<file path="src/rtl/mux_scheduler.sv">
// Round-robin mux/demux scheduler moving bursts of words from 4 source FIFOs to 4 destination FIFOs.
// Build option: define MUX_SCHED_FIXED_PRIO_EN for fixed priority 0>1>2>3 instead of round-robin.
module mux_scheduler #(
  parameter int unsigned BURST_LEN = 4
) (
  input  logic       clk,
  input  logic       reset,
  input  logic       enb,
  input  logic [3:0] req,
  input  logic [1:0] dest0,
  input  logic [1:0] dest1,
  input  logic [1:0] dest2,
  input  logic [1:0] dest3,
  input  logic [3:0] full,
  output logic [1:0] selectorMux,
  output logic [1:0] selectorDemux,
  output logic [3:0] pop,
  output logic [3:0] push,
  output logic       valid
);

  typedef enum logic [1:0] {IDLE, SERVE, STALL} state_t;

  state_t     state;
  logic [3:0] burst_cnt;
  logic [1:0] last_grant;
  logic [1:0] dest [4];
  logic [1:0] next_grant;
  logic [3:0] cnt_inc;
  logic       xfer;
  logic       burst_done;
  logic       grant_now;

`ifdef MUX_SCHED_FIXED_PRIO_EN
  function automatic logic [1:0] arbitrate(input logic [3:0] r, input logic [1:0] last);
    arbitrate = 2'd0;
    for (int k = 3; k >= 0; k--) begin
      if (r[k]) arbitrate = 2'(k);
    end
  endfunction
`else
  function automatic logic [1:0] arbitrate(input logic [3:0] r, input logic [1:0] last);
    logic [1:0] idx;
    logic       found;
    arbitrate = 2'd0;
    found     = 1'b0;
    for (int k = 1; k <= 4; k++) begin
      idx = last + 2'(k);
      if (!found && r[idx]) begin
        arbitrate = idx;
        found     = 1'b1;
      end
    end
  endfunction
`endif

  always_comb begin
    dest[0] = dest0;
    dest[1] = dest1;
    dest[2] = dest2;
    dest[3] = dest3;
  end

  assign next_grant = arbitrate(req, last_grant);
  assign cnt_inc    = burst_cnt + 4'd1;
  assign burst_done = (cnt_inc == 4'(BURST_LEN));

  // Transfer strobes are combinational so a word moves in the same cycle its conditions hold.
  assign xfer  = !reset && enb && (state == SERVE) && req[selectorMux] && !full[selectorDemux];
  assign pop   = xfer ? (4'b0001 << selectorMux)   : 4'b0000;
  assign push  = xfer ? (4'b0001 << selectorDemux) : 4'b0000;
  assign valid = xfer;

  // A new grant is taken from IDLE, or straight out of SERVE when the current grant is released.
  assign grant_now = enb && (|req) &&
                     ((state == IDLE) ||
                      ((state == SERVE) && (!req[selectorMux] || (xfer && burst_done))));

  // NOTE: all state uses non-blocking assignments so every register samples pre-edge values.
  always_ff @(posedge clk) begin
    if (reset) begin
      state         <= IDLE;
      selectorMux   <= 2'd0;
      selectorDemux <= 2'd0;
      burst_cnt     <= 4'd0;
      last_grant    <= 2'd3;
    end else if (!enb) begin
      state <= IDLE;
    end else if (grant_now) begin
      state         <= SERVE;
      selectorMux   <= next_grant;
      selectorDemux <= dest[next_grant];
      burst_cnt     <= 4'd0;
      last_grant    <= next_grant;
    end else begin
      unique case (state)
        IDLE: state <= IDLE;
        SERVE: begin
          if (!req[selectorMux]) begin
            state <= IDLE;
          end else if (full[selectorDemux]) begin
            state <= STALL;
          end else begin
            burst_cnt     <= cnt_inc;
            selectorDemux <= dest[selectorMux];
          end
        end
        STALL: if (!full[selectorDemux]) state <= SERVE;
        default: state <= IDLE;
      endcase
    end
  end

endmodule

</file>
<file path="config.mk">
export PLATFORM = sky130hd
export DESIGN_NAME = mux_scheduler
export DESIGN_NICKNAME = d
export VERILOG_FILES = /design/src/rtl/mux_scheduler.sv
export SDC_FILE = /design/constraint.sdc
export NUM_CORES = 1
export LEC_CHECK = 0
export ABC_AREA = 0
export CAP_MARGIN = 10
export CORE_MARGIN = 2
export CORE_UTILIZATION = 41
export CTS_CLUSTER_SIZE = 14
export DETAILED_ROUTE_END_ITERATION = 10
export PLACE_DENSITY_LB_ADDON = 0.25
export SYNTH_ARGS = -nofsm -noshare
export SYNTH_HDL_FRONTEND = slang
export SYNTH_SLANG_ARGS = --single-unit
</file>
<file path="constraint.sdc">
create_clock -name clk -period 2.1 [get_ports clk]
set_input_delay 0.42 -clock clk [delete_from_list [all_inputs] [get_ports clk]]
set_output_delay 0.42 -clock clk [all_outputs]
set_load 0.005 [all_outputs]
</file>
---- After elaboration in Yosys (flattened, before gate mapping) ----
Cells that the tools add are included.
cells by class
  multipliers ............................. 0
  bitwise gates (word level) .............. 3
  shift operators ......................... 2
  divide/modulo/power cells ............... 0
  reduce and logical (&&, ||, !) cells .... 29
  eq/ne operators ......................... 8
  muxes and demuxes ....................... 40
  $add $sub $neg .......................... 4
  $lt $le $gt $ge ......................... 8
operator list
  operator                                                                 number
  2-bit 2-to-1 mux                                                         15
  4-bit 2-to-1 mux                                                         6
  2-bit by 3-bit < comparator with 1-bit output, second input constant     6
  1-bit binary-select mux with 2-bit select                                6
  1-bit logical AND                                                        11
  1-bit 2-to-1 mux                                                         10
  2-bit binary-select mux with 2-bit select                                2
  1-bit by 2-bit << shifter with 4-bit output, first input constant        2
  3-bit >= comparator, second input constant                               2
  1-bit zero test                                                          6
  2-bit NOT with 3-bit output                                              2
  2-bit AND reduction                                                      3
  2-bit adder, second input constant                                       2
  4-bit by 1-bit adder with 4-bit output, second input constant            1
  4-bit by 3-bit equality test with 1-bit output, second input constant    1
  2-bit inequality test, second input constant                             2
  4-bit by 3-bit inequality test with 1-bit output, second input constant  1
  2-bit case mux with 2 select lines                                       1
  4-bit AND reduction                                                      1
  2-bit nonzero test                                                       2
  4-bit OR reduction                                                       1
  3-bit by 2-bit inequality test with 1-bit output, second input constant  1
  3-bit inequality test, second input constant                             1
  3-bit OR reduction                                                       1
  other kinds (7)                                                          8
word-level totals
  latch bits .............................. 0
  output and inout port bits .............. 13
  memories ................................ 0
  ROM bits ................................ 0
  bits in writable memories ............... 0
  register bits ........................... 12

---- Logic depth before layout (Yosys ltp) ----
  word-level depth ........................ 18
  mapped depth ............................ 7
  gate-level depth less buffers ........... 7

---- Least setup slack after synthesis ----
OpenSTA, ideal clock, no wires.
  kind .................................... register -> output
  start ................................... reg selectorDemux[0]
  end ..................................... out pop[0]
  setup slack ............................. -0.042 ns
  arrival ................................. 1.722 ns
  required time ........................... 1.680 ns
  cell stages (with the launch flop) ...... 4
  path buffers ............................ 0
  cells stage by stage .................... dfxtp_1 > mux4_2 > nor4_4 > nor3b_1
on the way
  word-level cells in the longest chain between the ends .. 5
RTL lines
  element                                    RTL line  source
  from (decl)                                16        output logic [1:0] selectorDemux,
  from (signal assigned)                     92        selectorDemux <= dest[next_grant];
  from (signal assigned)                     105       selectorDemux <= dest[selectorMux];
  1-bit binary-select mux with 2-bit select  69        assign xfer = !reset && enb && (state == SERVE) && req[selectorMux] && !full[selectorDemux];
  1-bit 2-to-1 mux (implied by the code)     69
  1-bit zero test                            --
  1-bit logical AND                          69
  net valid                                  19        output logic valid
  4-bit 2-to-1 mux                           70        assign pop = xfer ? (4'b0001 << selectorMux) : 4'b0000;
  to (decl)                                  17        output logic [3:0] pop,
The timed path passes the listed nets, and every way through them passes these cells. The select of a mux whose other input is x is not followed.

---- Final worst setup path ----
  start ................................... reg selectorDemux[0]
  end ..................................... out push[0]
on the way
  word-level cells in the longest chain between the ends .. 5
  elaborated cells on any way between the ends .. 6
  classes of those cells .................. shift: 1; mux: 3; reduce/logical: 2
RTL lines
  element                                    RTL line  source
  1-bit binary-select mux with 2-bit select  69
  1-bit 2-to-1 mux (implied by the code)     69
  1-bit zero test                            --
  1-bit logical AND                          69
  4-bit 2-to-1 mux (*)                       71        assign push = xfer ? (4'b0001 << selectorDemux) : 4'b0000;
  to (decl)                                  18        output logic [3:0] push,
Every way passes the cells marked *; elsewhere a longest branch is shown, timed or not. The select of a mux whose other input is x is not followed.

==> metrics.yaml <==
floorplanning:
  io-pin-count: 32
  die_w_um: 53.0
  dieHeight_um: 53.0
  row_count: 17
  start_util_pct: 44.1
  die-area_sq_mm: 0.00281
  core_sq_mm: 0.00223
clock_network:
  htreeDepth: 1
  cts.sinks: 12
  clkTransAtPathRegs_ns: 0.08
  cts_buffers: 3
  cts_root_buf: "clkbuf_4"
  hold_buffers: 0
  cts_tree: "built"
  insertion_delay_ns: 0.28
  clk_path_buf_depth: 2
timing:
  hold_viol_final: 0
  finalMaxSlewViolations: 0
  rsz0062_at_grt: "true"
  slew-limit-headroom_pct: 73.0
  finalCriticalPeriod_ns: 2.32
  clock_skew_ns: 0.00378
  worst_pin_slew_ns: 0.402
  holdWs_ns: 0.523
  setup_slack_ns: -0.218
  final-setup-viol-count: 9
  final.setup.tns_ns: -1.60
  finalCritPeriodShare_pct: 110
  timing.fmax_mhz: 431
finish:
  syn_to_final_growth_pct: 61.8
  antenna-diode-count: 0
  fin_nets: 193
  nFillCells: 176
  fin_util_pct: 71.4
  drive_gt1_share_pct: 44.4
logic_synthesis:
  ys_types: 39
  yosysWarnings: 0
  synth_area_per_cell_sq_um: 9.13
  synth_compound_area_share_pct: 25.4
  yosys.area_share.adder_pct: 2.54
  yosys.area_share.simple_pct: 30.8
  synthMuxAreaShare_pct: 14.7
  ys_seq_area_share_pct: 24.4
  ys_seq_elements: 12
  postSynthCellCount: 108
  synth_xor_area_share_pct: 0
  netlist_area_sq_um: 986
  synth_top_family_by_area: "simple AND/OR/NAND/NOR gates"
  syn-num-nets: 129
grt:
  grt_pass1_vias: 1177
  grt_pass1_wl_um: 5030
  grt_max_degree: 12
  grt-ovfl-total: 0
  grt_usage_pct: 24.3
  antenna_found_initial: 0
route:
  firstDrtPassIters: 4
  ant_nets: 0
  drc: 0
  avgViaCountPerCell: 5.48
  wl_per_cell_um: 15.1
  via_count: 1091
  wl_um: 3010
  drt_iter0_drc: 15
worst_setup_path:
  crit_path_start_kind: "register"
  arrival_ns: 1.90
  required_ns: 1.68
  reg2reg_depth: 6
  crit_type: "reg -> out"
  end_kind: "output pin"
  cp_max_fo: 4
power:
  p_per_area_mw_per_mm2: 440
  leakage_nw: 0.678
  vdd_ir_drop_max_v: 0.000385
  power_w: 0.000702
flow_run:
  maxCapViolations: 0
placed_design:
  preCtsSetupSlack_ns: -0.789
  hpwlAfterDp_um: 2240
  io_buffers: 31
  finalWeightedCongestion: 0.803
run_status:
  status: "finished, violations left"
  violations: "setup timing"
hold_path:
  hold_path.class: "reg -> reg"
  min_path_cells: 2
## cells by family after synthesis
logic type	count (synthesis)
fa+ha+maj	2
compound gates	27
flops	12
buf+inv	5
mux	7
simple gates	55
## worst max-delay path: stages (launching register included)
cell,delay [ns]
dfxtp_2,0.34
mux4_2,0.54
nor4_4,0.17
buf_4,0.16
buf_6,0.10
nor3b_4,0.16
buf_2,0.14
## per-layer routing
metal	track usage, %	part of all wire (%)	vias to the layer above
met3	6.21	4.1	6
met5	0	0	-
li1	-	-	538
met1	25.7	39	515
met4	5.98	1.3	0
met2	47.1	56	32
## layout by cell type (no fill, tap or decap), types with 3 or more instances in the layout
| cell type | n |
|---|---|
| a21oi_2 | 3 |
| mux4_2 | 6 |
| clkdlybuf4s50_1 | 14 |
| nand2_1 | 9 |
| nand2_2 | 5 |
| nor2_1 | 13 |
| a21oi_1 | 5 |
| buf_6 | 5 |
| o21ai_0 | 3 |
| dlygate4sd2_1 | 8 |
| nand3_1 | 4 |
| buf_2 | 9 |
| dfxtp_1 | 10 |
| a31oi_1 | 3 |
| nand2b_1 | 8 |
| clkbuf_4 | 3 |
| nor3_1 | 3 |
| buf_4 | 26 |
## flip-flops by register name, summed over array words and instances (netlist names)
| register | cells |
|---|---|
| selectorMux | 2 |
| burst_cnt | 4 |
| state | 2 |
| selectorDemux | 2 |
| last_grant | 2 |
## synth_stat cells
| cell | instances | area (sq um) |
|---|---|---|
| nand2b_1 | 9 | 56.3 |
| nor2_2 | 1 | 6.26 |
| clkbuf_2 | 1 | 5.00 |
| a21oi_2 | 3 | 26.3 |
| o41a_4 | 1 | 21.3 |
| a21oi_1 | 5 | 25.0 |
| ha_1 | 2 | 25.0 |
| nor4_4 | 1 | 21.3 |
| nor2_1 | 14 | 52.6 |
| o22ai_1 | 1 | 6.26 |
| a211o_1 | 1 | 8.76 |
| nand4_1 | 1 | 6.26 |
| nand3_1 | 4 | 20.0 |
| a22oi_1 | 1 | 7.51 |
| o311a_2 | 1 | 11.3 |
| and3_1 | 2 | 12.5 |
| mux2i_1 | 1 | 10.0 |
| o41ai_4 | 1 | 27.5 |
| nand2_2 | 3 | 18.8 |
| or2_1 | 1 | 6.26 |
| a211oi_2 | 2 | 25.0 |
| nor3b_1 | 2 | 15.0 |
| o31ai_1 | 1 | 7.51 |
| nor3_1 | 3 | 15.0 |
| mux4_2 | 6 | 135 |
| nor2b_1 | 1 | 6.26 |
| nor3_4 | 1 | 16.3 |
| clkbuf_1 | 1 | 3.75 |
| o21ai_0 | 3 | 15.0 |
| and3b_2 | 1 | 10.0 |
| o21ai_2 | 1 | 8.76 |
| dfxtp_1 | 12 | 240 |
| inv_1 | 2 | 7.51 |
| nand2_1 | 11 | 41.3 |
| a31oi_1 | 3 | 18.8 |
| o21bai_1 | 1 | 7.51 |
| o21a_1 | 1 | 7.51 |
| o311ai_4 | 1 | 26.3 |
| buf_2 | 1 | 5.00 |
## final timing paths
kind / from / endpoint / slack, ns
worst max register to register: selectorDemux[0] / selectorDemux[0] / 0.12
worst min-delay path: last_grant[0] / last_grant[0] / 0.52
worst max-delay path: selectorDemux[0] / push[0] / -0.22
worst min register to register: last_grant[0] / last_grant[0] / 0.52
## what timing repair did
| action | 4_1_cts | 5_1_grt |
|---|---|---|
| resized for setup | 53 | 9 |
| pin swaps | 4 | 5 |
| setup endpoints to repair | 17 | 12 |
| buffers inserted | 7 | 2 |
| gates cloned | 1 | 0 |
## layout make-up
cell class / instances / area, sq um / share of cell area [%]
Clock buffer: 4 / 36.3 / 2.27
Inverter: 2 / 7.51 / 0.471
Multi-Input combinational cell: 91 / 767 / 48.1
Sequential cell: 12 / 243 / 15.2
Tap cell: 28 / 35.0 / 2.20
Timing Repair Buffer: 62 / 507 / 31.8
## per-stage QoR
| stage | std cells | area, sq um |
|---|---|---|
| floorplan | 108 | 986 |
| global placement | 185 | 1480 |
| detailed placement | 185 | 1480 |
| CTS | 197 | 1550 |
| global route | 199 | 1600 |
| finish | 199 | 1600 |
## power by group
| part | total [W] | leakage [nW] | internal, W | switching, W |
|---|---|---|---|---|
| registers | 0.000251 | 0.0989 | 0.000240 | 0.0000108 |
| clock network | 0.000192 | 0.0210 | 0.000105 | 0.0000866 |
| logic | 0.000259 | 0.559 | 0.000141 | 0.000117 |
Power figures use the tool's default switching activity.
